File: src/rtl/basic_switch_led_pkg.sv
// Shared types and constants for the switch-to-LED I/O block.
package basic_switch_led_pkg;

    localparam int LED_W = 8;

    localparam logic [LED_W-1:0] LED_STARTUP_PATTERN = 8'h80;
    localparam logic [LED_W-1:0] LED_RESET_VALUE     = 8'h00;

    localparam int DEFAULT_STARTUP_CYCLES = 32;
    localparam int DEFAULT_POLL_DIV       = 8;

    typedef enum logic [1:0] {
        IDLE    = 2'd0,
        STARTUP = 2'd1,
        RUN     = 2'd2
    } state_t;

    // Counter width for a modulus of n; a modulus of 1 still needs one bit.
    function automatic int cnt_width(input int n);
        return (n > 1) ? $clog2(n) : 1;
    endfunction

endpackage

File: src/rtl/sync_2ff.sv
// Two-flop synchronizer for asynchronous level inputs; 2-clock latency, no handshake.
module sync_2ff #(
    parameter int WIDTH = 8
) (
    input  logic             clk_i,
    input  logic             rst_i,
    input  logic [WIDTH-1:0] d_i,
    output logic [WIDTH-1:0] q_o
);

    logic [WIDTH-1:0] meta_q;
    logic [WIDTH-1:0] sync_q;

    always_ff @(posedge clk_i or posedge rst_i) begin
        if (rst_i) begin
            meta_q <= '0;
            sync_q <= '0;
        end else begin
            meta_q <= d_i;
            sync_q <= meta_q;
        end
    end

    assign q_o = sync_q;

endmodule

File: src/rtl/basic_switch_led.sv
// Mirrors synchronized slide switches onto LEDs after a power-on indication.
// Latency 3..POLL_DIV+2 clocks from a switch change; no backpressure, LEDS only move on poll edges.
module basic_switch_led
    import basic_switch_led_pkg::*;
#(
    parameter int STARTUP_CYCLES = DEFAULT_STARTUP_CYCLES,
    parameter int POLL_DIV       = DEFAULT_POLL_DIV
) (
    input  logic             CLK_IN,
    input  logic             RESET_IN,
    input  logic [LED_W-1:0] SWITCHES,
    output logic [LED_W-1:0] LEDS
);

    localparam int SCW = cnt_width(STARTUP_CYCLES);
    localparam int PCW = cnt_width(POLL_DIV);

    // Terminal counts kept at full 32-bit width so the compare never truncates.
    localparam logic [31:0] ST_LAST   = 32'(STARTUP_CYCLES - 1);
    localparam logic [31:0] POLL_LAST = 32'(POLL_DIV - 1);

    logic [LED_W-1:0] sw_sync;

    state_t           state_q, state_d;
    logic [SCW-1:0]   st_cnt_q, st_cnt_d;
    logic [PCW-1:0]   poll_cnt_q, poll_cnt_d;
    logic [LED_W-1:0] leds_q, leds_d;

    sync_2ff #(
        .WIDTH (LED_W)
    ) u_sw_sync (
        .clk_i (CLK_IN),
        .rst_i (RESET_IN),
        .d_i   (SWITCHES),
        .q_o   (sw_sync)
    );

    always_ff @(posedge CLK_IN or posedge RESET_IN) begin
        if (RESET_IN) begin
            state_q    <= IDLE;
            st_cnt_q   <= '0;
            poll_cnt_q <= '0;
            leds_q     <= LED_RESET_VALUE;
        end else begin
            state_q    <= state_d;
            st_cnt_q   <= st_cnt_d;
            poll_cnt_q <= poll_cnt_d;
            leds_q     <= leds_d;
        end
    end

    always_comb begin
        state_d    = state_q;
        st_cnt_d   = st_cnt_q;
        poll_cnt_d = poll_cnt_q;
        leds_d     = leds_q;

        unique case (state_q)
            IDLE: begin
                state_d  = STARTUP;
                st_cnt_d = '0;
                leds_d   = LED_STARTUP_PATTERN;
            end
            STARTUP: begin
                // The pattern stays up through this edge; the first poll replaces it.
                if (32'(st_cnt_q) == ST_LAST) begin
                    state_d    = RUN;
                    poll_cnt_d = '0;
                end else begin
                    st_cnt_d = st_cnt_q + SCW'(1);
                end
            end
            RUN: begin
                if (32'(poll_cnt_q) == POLL_LAST) begin
                    poll_cnt_d = '0;
                    leds_d     = sw_sync;
                end else begin
                    poll_cnt_d = poll_cnt_q + PCW'(1);
                end
            end
            default: begin
                state_d = IDLE;
            end
        endcase
    end

    assign LEDS = leds_q;

endmodule

File: config.mk
export PLATFORM = sky130hd
export DESIGN_NAME = basic_switch_led
export DESIGN_NICKNAME = d
export VERILOG_FILES = /design/src/rtl/basic_switch_led_pkg.sv /design/src/rtl/sync_2ff.sv /design/src/rtl/basic_switch_led.sv
export SDC_FILE = /design/constraint.sdc
export NUM_CORES = 1
export LEC_CHECK = 0
export BUFFER_PORTS_ARGS = -buffer_cell sky130_fd_sc_hd__buf_2
export CORE_ASPECT_RATIO = 1.25
export CORE_MARGIN = 2
export CORE_UTILIZATION = 40
export DETAILED_ROUTE_END_ITERATION = 6
export SLEW_MARGIN = 20
export SYNTH_ARGS = -nofsm -noshare
export SYNTH_HDL_FRONTEND = slang
export SYNTH_SLANG_ARGS = --single-unit
File: constraint.sdc
create_clock -name CLK_IN -period 3.18 [get_ports CLK_IN]
set_clock_uncertainty 0.2 [all_clocks]
set_input_delay 0.795 -clock CLK_IN [delete_from_list [all_inputs] [get_ports CLK_IN]]
set_output_delay 0.795 -clock CLK_IN [all_outputs]
set_load 0.01 [all_outputs]
---- Word level (Yosys, flattened, before mapping) ----
Index checks and enable logic that the tools add are counted.
cells by class
  mux-type cells .......................... 9
  reduce and logical (&&, ||, !) cells .... 8
  bitwise gates (word level) .............. 1
  add/subtract/negate cells ............... 2
  equality and inequality tests ........... 7
operators by type and width
  kind                 count
  $pmux 8 s2           1
  $pmux 5 s2           1
  $mux 8               1
  $reduce_and 2->1     4
  $mux 3               2
  $ne 2x2->1 const B   3
  $pmux 2 s3           1
  $pmux 3 s2           1
  $reduce_bool 2->1    3
  $add 5x1->5 const B  1
  $eq 5x5->1 const B   1
  $mux 5               1
  $add 3x1->3 const B  1
  $eq 3x3->1 const B   1
  $eq 2x1->1 const B   1
  $eq 2x2->1 const B   1
  $logic_not 2->1      1
  $mux 2               1
  $not 1->1            1
storage, ports and cells
  flip-flop bits (word level) ............. 34
  output and inout bits ................... 8
  input bits .............................. 10
  logic and storage cells ................. 33

---- Longest topological paths before layout ----
Gate-level depths: netlist (run 1).
  depth after elaboration ................. 3
  gate-level depth with buffers ........... 6
  gate-level depth less buffers ........... 6

---- By module ----
Synthesis (run 1) repeated with hierarchy kept, for this count alone.
unflattened totals
  cells, all modules ...................... 100
  area, all modules ....................... 1,312.5 um^2
by module, submodules not included
  module            seq. area each (um^2)  area each (um^2)  cells each  times used
  basic_switch_led  450.4                  908.4             83          1
  sync_2ff          400.4                  404.1             17          1

---- Worst setup path after synthesis (run 1) ----
OpenSTA, ideal clock, no wires.
  path type ............................... register to register
  start ................................... register st_cnt_q[0]
  end ..................................... register st_cnt_q[3]
  buffers on the path ..................... 0
  library setup time ...................... 124 ps
  clock period less this slack ............ 1,732 ps
  path slack .............................. 1,448 ps
  arrival time ............................ 1,408 ps
  required time ........................... 2,856 ps
  cell stages (with the launch flop) ...... 7
  cell sequence ........................... dfrtp_1 ha_1 and3_1 ha_1 nand4b_1 mux2i_1 o21ai_1
on the way
  cells in the longest elaborated chain, start to end .. 3
  elaborated cells between the ends (all ways) .. 6
  those cells by class .................... add/sub (1); eq/ne (2); mux (2); reduce/logical (1)
ends and longest elaborated chain
  element                                                line                                            source
  start, declared                                        basic_switch_led.sv:25                          logic [SCW-1:0] st_cnt_q, st_cnt_d;
  start signal, assigned                                 basic_switch_led.sv:46                          st_cnt_q <= st_cnt_d;
  $add 5x1->5 / $eq 5x5->1 (equally long branches)       basic_switch_led.sv:70, basic_switch_led.sv:66
  $mux 5 / $ne 2x2->1 (equally long branches)            --
  $pmux 5 s2 / $reduce_and 2->1 (equally long branches)  --
Several ways; a longest one is shown, not always the timed one. The select of a mux whose other input is x is not followed.
A chain may end at the register's enable or synchronous reset.

---- Worst setup path in the final report (run 1) ----
Same ends and word-level chain as after synthesis.

==> metrics.cfg, run 1 <==
[drt]
wl_per_cell_um=13.8
drtPass1Iterations=3
drc=0
antenna_left=0
vias_per_cell=5.29
drtIter0Drc=18
route.vias.total=836
drt-total-wl_um=2180

[synthesis]
synth_top_family_by_area=compound AO/OA/AOI/OAI gates
synthAdderAreaFrac=0.0486
synthCells=99
synth-xor-area-share=0
ys_ff_latch=34
ys.flop_type=dfrtp_1
synthesis.nets=114
synth.avg_cell_area_um2=13.0
synthMuxAreaShare=0.0155
yosysWarnings=0
synth_compound_area_frac=0.170
synth_seq_area_share=0.661
async_flop_share=1.00
yosys.area_share.simple=0.0729
ys_types=20
synth_edf_count=0
synth_area_um2=1290

[worst_setup_path]
reg2reg_to=st_cnt_q[3]$_DFFE_PP0P_
timing.rr.start=st_cnt_q[0]$_DFFE_PP0P_
crit_start=st_cnt_q[0]$_DFFE_PP0P_
r2r_cells=6
cp.required_ns=3.14
r2r_slack_ns=1.32
cp-start-kind=flop
endpoint=st_cnt_q[3]$_DFFE_PP0P_
criticalPathCategory=flop to flop
path_max_fanout=7
worstPathArrival_ns=1.83
endpoint_kind=flop

[clocking]
cts_tree=yes
htree_levels=2
clock_sinks=34
postCtsSetupBuffers=0
hold_buffers=0
path_clk_slew_ns=0.06
cts_resized=0
cts_buffers=5
clock_path_buffers=2
cts-root-buf=clkbuf_8
worst_skew_pair.late_latency_ns=0.28

[floorplan]
fp.dieH_um=67.4
design.portCount=18
die_w_um=54.7
core_um2=3140
die_area_um2=3690
placementRows=23
start_util=0.410

[timing]
fin_crit_sh=0.585
max_freq_mhz=537
drv_slew=0
fin_tns_setup_ns=0
worst_pin_slew_ns=0.710
setup_viol_count_final=0
relSlewSlack=0.527
hold_violations=0
rsz0062_at_grt=false
period_needed_ns=1.86
whs_ns=0.148

[placed_design]
portBuffers=17
place_hpwl_um=1460
placed_cell_area_um2=1400
gp_congestion=0.701

[power_and_ir_drop]
power_leakage_nw=0.733
vdd_drop_max_mv=0.435
power.density_nw_per_um2=537

[global_routing]
grt_pass1_wl_um=3720
track_usage=0.150
antenna_found_initial=0
grt_pass1_vias=890
grt_overflow_total=0
grt_max_degree=35

[status]
status=finished, final reports clean

[final_layout]
final_net_count=135
diodes=0
fin_area_um2=1490
drive_above_1_share=0.207
syn_to_final_growth_pct=15.8

[run]
maxCapViolCount=0

[worst_hold_path]
hp-class=flop to flop

-- cells by family (layout without fill, tap and decap cells) --
logic type                 after synthesis  count (layout)
AOI/OAI and AO/OA                       31              31
DFF                                     34              34
buffers and inverters                    8              30
adders and majority gates                5               5
and+or+nand+nor                         19              19
muxes                                    2               2
-- per-stage QoR --
| stage | std cells | worst slack [ns] | power (mW) | utilization |
|---|---|---|---|---|
| detailed placement | 150 | 1.33 | 0.495 | 0.446 |
| finish | 158 | 1.32 | 0.800 | 0.475 |
| global route | 158 | 1.20 | 0.833 | 0.475 |
| floorplan | 99 | 1.44 | 0.479 | - |
| global placement | 150 | 1.41 | 0.493 | 0.446 |
| CTS | 158 | 1.31 | 0.813 | 0.475 |
-- layer usage --
layer	up-vias	wire, µm	track usage	share of wire
li1	394	-	-	-
met1	417	906	0.160	0.42
met2	16	1110	0.235	0.51
met3	9	81	0.0531	0.037
met4	0	78	0.113	0.036
met5	-	0	0	0
-- worst min-delay path by stage --
stage	depth (start not counted)	from	endpoint
6_report	0	u_sw_sync.meta_q[0]$_DFF_PP0_	u_sw_sync.q_o[0]$_DFF_PP0_
5_1_grt	0	u_sw_sync.meta_q[1]$_DFF_PP0_	u_sw_sync.q_o[1]$_DFF_PP0_
4_1_cts	0	u_sw_sync.meta_q[0]$_DFF_PP0_	u_sw_sync.q_o[0]$_DFF_PP0_
3_5_place_dp	0	u_sw_sync.meta_q[0]$_DFF_PP0_	u_sw_sync.q_o[0]$_DFF_PP0_
3_3_place_gp	0	u_sw_sync.meta_q[0]$_DFF_PP0_	u_sw_sync.q_o[0]$_DFF_PP0_
2_1_floorplan	0	u_sw_sync.meta_q[0]$_DFF_PP0_	u_sw_sync.q_o[0]$_DFF_PP0_
-- critical path, cell delays in order, from the launching register on --
cell,delay [ns]
dfrtp_1,0.42
ha_1,0.22
and3_1,0.19
ha_1,0.26
nand4b_1,0.22
mux2i_1,0.17
o21ai_1,0.07
-- synthesized netlist by cell type, types with 2 or more instances --
library cell | number | area (µm²)
buf_2 | 3 | 15.0
nand2_1 | 8 | 30.0
a21oi_1 | 5 | 25.0
dfrtp_1 | 34 | 851
mux2i_1 | 2 | 20.0
nand2b_1 | 2 | 12.5
nor2b_1 | 2 | 12.5
o21ai_1 | 6 | 30.0
o22ai_1 | 3 | 18.8
ha_1 | 5 | 62.6
nor2_1 | 3 | 11.3
inv_1 | 4 | 15.0
a22o_1 | 14 | 123
a22oi_1 | 2 | 15.0
-- final cells by class --
type / instances / area [µm²]
clock inverters: 1 / 5.00
clock buffers: 7 / 86.3
multi-input cells: 57 / 395
inverters: 4 / 15.0
fillers: 294 / 1650
flip-flops and latches: 34 / 851
well taps: 37 / 46.3
repair buffers: 18 / 92.6
-- registers in the layout, indices dropped and copies added (netlist names) --
| signal | flops |
|---|---|
| state_q | 2 |
| u_sw_sync.meta_q | 8 |
| LEDS | 8 |
| poll_cnt_q | 3 |
| st_cnt_q | 5 |
| u_sw_sync.q_o | 8 |
-- placed cells by master (no fill, tap or decap) --
cell type	count
a21oi_1	5
a22o_1	14
a22oi_1	2
and3_1	1
buf_2	17
buf_4	1
clkbuf_1	1
clkbuf_8	6
clkinv_2	1
dfrtp_1	34
ha_1	5
inv_1	4
mux2i_1	2
nand2_1	8
nand2b_1	2
nand3b_1	1
nand4b_1	1
nor2_1	3
nor2b_1	2
nor3_1	1
o21a_1	1
o21ai_1	6
o22ai_1	3
-- power breakdown --
group / internal, mW / leakage, nW / switching [mW]
Sequential: 0.448 / 0.389 / 0.00659
Combinational: 0.0153 / 0.296 / 0.0160
Clock: 0.174 / 0.0482 / 0.140
No activity file was read; power rests on OpenSTA's default activity.
==> inputs of run 2 (changes only) <==
Clock period 3.18 ns to 1.6 ns, I/O delays scaled along.
==> run 2 against run 1 <==
Net effect: the run now ends with negative hold slack, negative setup slack left; die area is the same; non-clock buffer count up 12; final cell count up 7.6%; global-route usage decreased by 0.10 points; combinational power grew 98%; critical endpoint unchanged; largest power group unchanged.
==> metrics.cfg, run 2 (synthesis gave the netlist of run 1 again) <==
[status]
status=finished, violations left  ; was finished, final reports clean
violations=negative hold slack, negative setup slack

[timing]
relSlewSlack=0.722  ; was 0.527
worst_pin_slew_ns=0.418  ; was 0.710 ns
whs_ns=-0.00479  ; was 0.148 ns
max_freq_mhz=593  ; was 537 MHz
hold_violations=26  ; was 0
layout_setup_ws_ns=-0.0860  ; was 1.32 ns
rsz0062_at_grt=true  ; was false
setup_viol_count_final=14  ; was 0
period_needed_ns=1.69  ; was 1.86 ns
drv_slew=0  ; unchanged
fin_crit_sh=1.05  ; was 0.585

[worst_setup_path]
path_max_fanout=5  ; was 7
r2r_slack_ns=-0.09  ; was 1.32 ns
endpoint_kind=flop  ; unchanged
timing.rr.start=st_cnt_q[1]$_DFFE_PP0P_  ; was st_cnt_q[0]$_DFFE_PP0P_
cp.required_ns=1.57  ; was 3.14 ns
cp-start-kind=flop  ; unchanged
criticalPathCategory=flop to flop  ; unchanged
worstPathArrival_ns=1.65  ; was 1.83 ns
r2r_cells=6  ; unchanged
reg2reg_to=st_cnt_q[3]$_DFFE_PP0P_  ; unchanged

[power_and_ir_drop]
intPower_mw=1.38  ; was 0.638 mW
power.density_nw_per_um2=1030  ; was 537 nW/µm²
pwr-share-seq=0.523  ; was 0.568
sw_frac_of_total=0.202  ; was 0.203
vdd_drop_max_mv=0.811  ; was 0.435 mV
clockPowerShare=0.441  ; was 0.393
total_power_mw=1.73  ; was 0.800 mW
power_leakage_nw=0.808  ; was 0.733 nW
p_sw_mw=0.348  ; was 0.163 mW
p_comb_frac=0.036  ; was 0.039

[drt]
vias_per_cell=5.14  ; was 5.29
antenna_left=0  ; unchanged
drtPass1Iterations=4  ; was 3
drt-total-wl_um=2280  ; was 2180 µm
wl_per_cell_um=13.4  ; was 13.8 µm
drtIter0Drc=5  ; was 18
route.vias.total=874  ; was 836
drc=0  ; unchanged

[floorplan]
core_um2=3140  ; unchanged
design.portCount=18  ; unchanged
start_util=0.410  ; unchanged
placementRows=23  ; unchanged
die_w_um=54.7  ; unchanged
die_area_um2=3690  ; unchanged
fp.dieH_um=67.4  ; unchanged

[clocking]
cts_tree=yes  ; unchanged
clock_path_buffers=2  ; unchanged
path_clk_slew_ns=0.07  ; was 0.06 ns
cts_buffers=5  ; unchanged
htree_levels=2  ; unchanged
hold_buffers=0  ; unchanged
clock_sinks=34  ; unchanged
cts-root-buf=clkbuf_8  ; unchanged
worst_skew_pair.late_latency_ns=0.28  ; about the same

[final_layout]
fin_area_um2=1670  ; was 1490 µm²
mostFrequentLayoutCell=dfrtp_1  ; unchanged
drive_above_1_share=0.391  ; was 0.207
syn_to_final_growth_pct=29.9  ; was 15.8%
final_net_count=147  ; was 135
fill_cells=292  ; was 294
final_cell_mix=dfrtp_1 (34), buf_2 (17), a22o_1 (14), buf_4 (13), nand2_1 (8)  ; was dfrtp_1 (34), buf_2 (17), a22o_1 (14), nand2_1 (8)
diodes=0  ; unchanged

[placed_design]
portBuffers=17  ; unchanged
placed_cell_area_um2=1490  ; was 1400 µm²
place_hpwl_um=1570  ; was 1460 µm
gp_congestion=0.711  ; was 0.701

[global_routing]
grt_overflow_total=0  ; unchanged
use_met3=0.0686  ; was 0.0531
track_usage=0.149  ; was 0.150
antenna_found_initial=0  ; unchanged
grt_pass1_vias=888  ; was 890
grt_max_degree=35  ; unchanged
grt_use_met1=0.145  ; was 0.160
use_met2=0.246  ; was 0.235
grt_pass1_wl_um=3730  ; was 3720 µm
grt.busiest_layer=met2  ; unchanged

[worst_hold_path]
hp-class=input port to async pin  ; was flop to flop

[run]
maxCapViolCount=0  ; unchanged

-- run 2: changes by cell type in the layout (fill, tap and decap cells not counted), moves of 2 or more --
cell,change
ha_2,+3
ha_1,-5
buf_4,+12
nor2b_1,-2
nor2b_2,+2
ha_4,+2
-- run 2: metrics by stage --
stage / TNS [ns] / utilization / worst slack [ns] / hold WS (ns) / cells
4_1_cts: -0.575 / 0.512 / -0.107 / 0.00445 / 166
3_3_place_gp: -0.625 / 0.473 / -0.0823 / 0.133 / 158
6_report: -0.430 / 0.533 / -0.0860 / -0.00479 / 170
5_1_grt: -1.31 / 0.533 / -0.148 / 0.000795 / 170
2_1_floorplan: -0.0207 / - / -0.0169 / 0.131 / 99
3_5_place_dp: -0.887 / 0.473 / -0.108 / 0.137 / 158
-- run 2: power by group through the flow --
| stage | clock (mW) | sequential [mW] | combinational [mW] |
|---|---|---|---|
| floorplan | 0 | 0.922 | 0.0302 |
| global placement | 0 | 0.918 | 0.0632 |
| detailed placement | 0 | 0.920 | 0.0643 |
| CTS | 0.782 | 0.904 | 0.0647 |
| global route | 0.822 | 0.905 | 0.0705 |
| finish | 0.761 | 0.903 | 0.0621 |
-- run 2: worst max-delay path, cell delays in order (launching register included) --
cell and delay, ns:
dfrtp_1 0.39, ha_2 0.18, and3_4 0.18, ha_4 0.18
nand4b_1 0.19, mux2i_1 0.17, o21ai_1 0.07
-- run 2: repair_timing --
action,4_1_cts,5_1_grt
buffers inserted,1,4
pin swaps,1,4
setup endpoints to repair,13,16
gates resized for setup,3,7
-- run 2: cell type report --
class,count,area (µm²),area share
flip-flops and latches,34,851,0.509
repair buffers,30,183,0.109
well taps,37,46.3,0.0277
clock buffers,5,68.8,0.0411
inverters,4,15.0,0.00898
multi-input cells,57,469,0.280
clock inverters,3,40.0,0.0239
-- run 2: routing by layer --
metal  up-vias  wire (µm)
met4         0         74
met1       429        909
met2        20       1190
met5         -          0
met3         8        108
li1        417          -
-- run 2: worst max path at each step --
stage	from	end	slack [ns]	cells past startpoint
6_report	st_cnt_q[1]$_DFFE_PP0P_	st_cnt_q[3]$_DFFE_PP0P_	-0.09	6
2_1_floorplan	st_cnt_q[0]$_DFFE_PP0P_	st_cnt_q[3]$_DFFE_PP0P_	-0.02	6
5_1_grt	st_cnt_q[0]$_DFFE_PP0P_	st_cnt_q[3]$_DFFE_PP0P_	-0.15	6
3_5_place_dp	st_cnt_q[1]$_DFFE_PP0P_	st_cnt_q[3]$_DFFE_PP0P_	-0.11	6
4_1_cts	st_cnt_q[1]$_DFFE_PP0P_	st_cnt_q[3]$_DFFE_PP0P_	-0.11	6
3_3_place_gp	poll_cnt_q[1]$_DFFE_PP0P_	LEDS[1]$_DFFE_PP0P_	-0.08	6
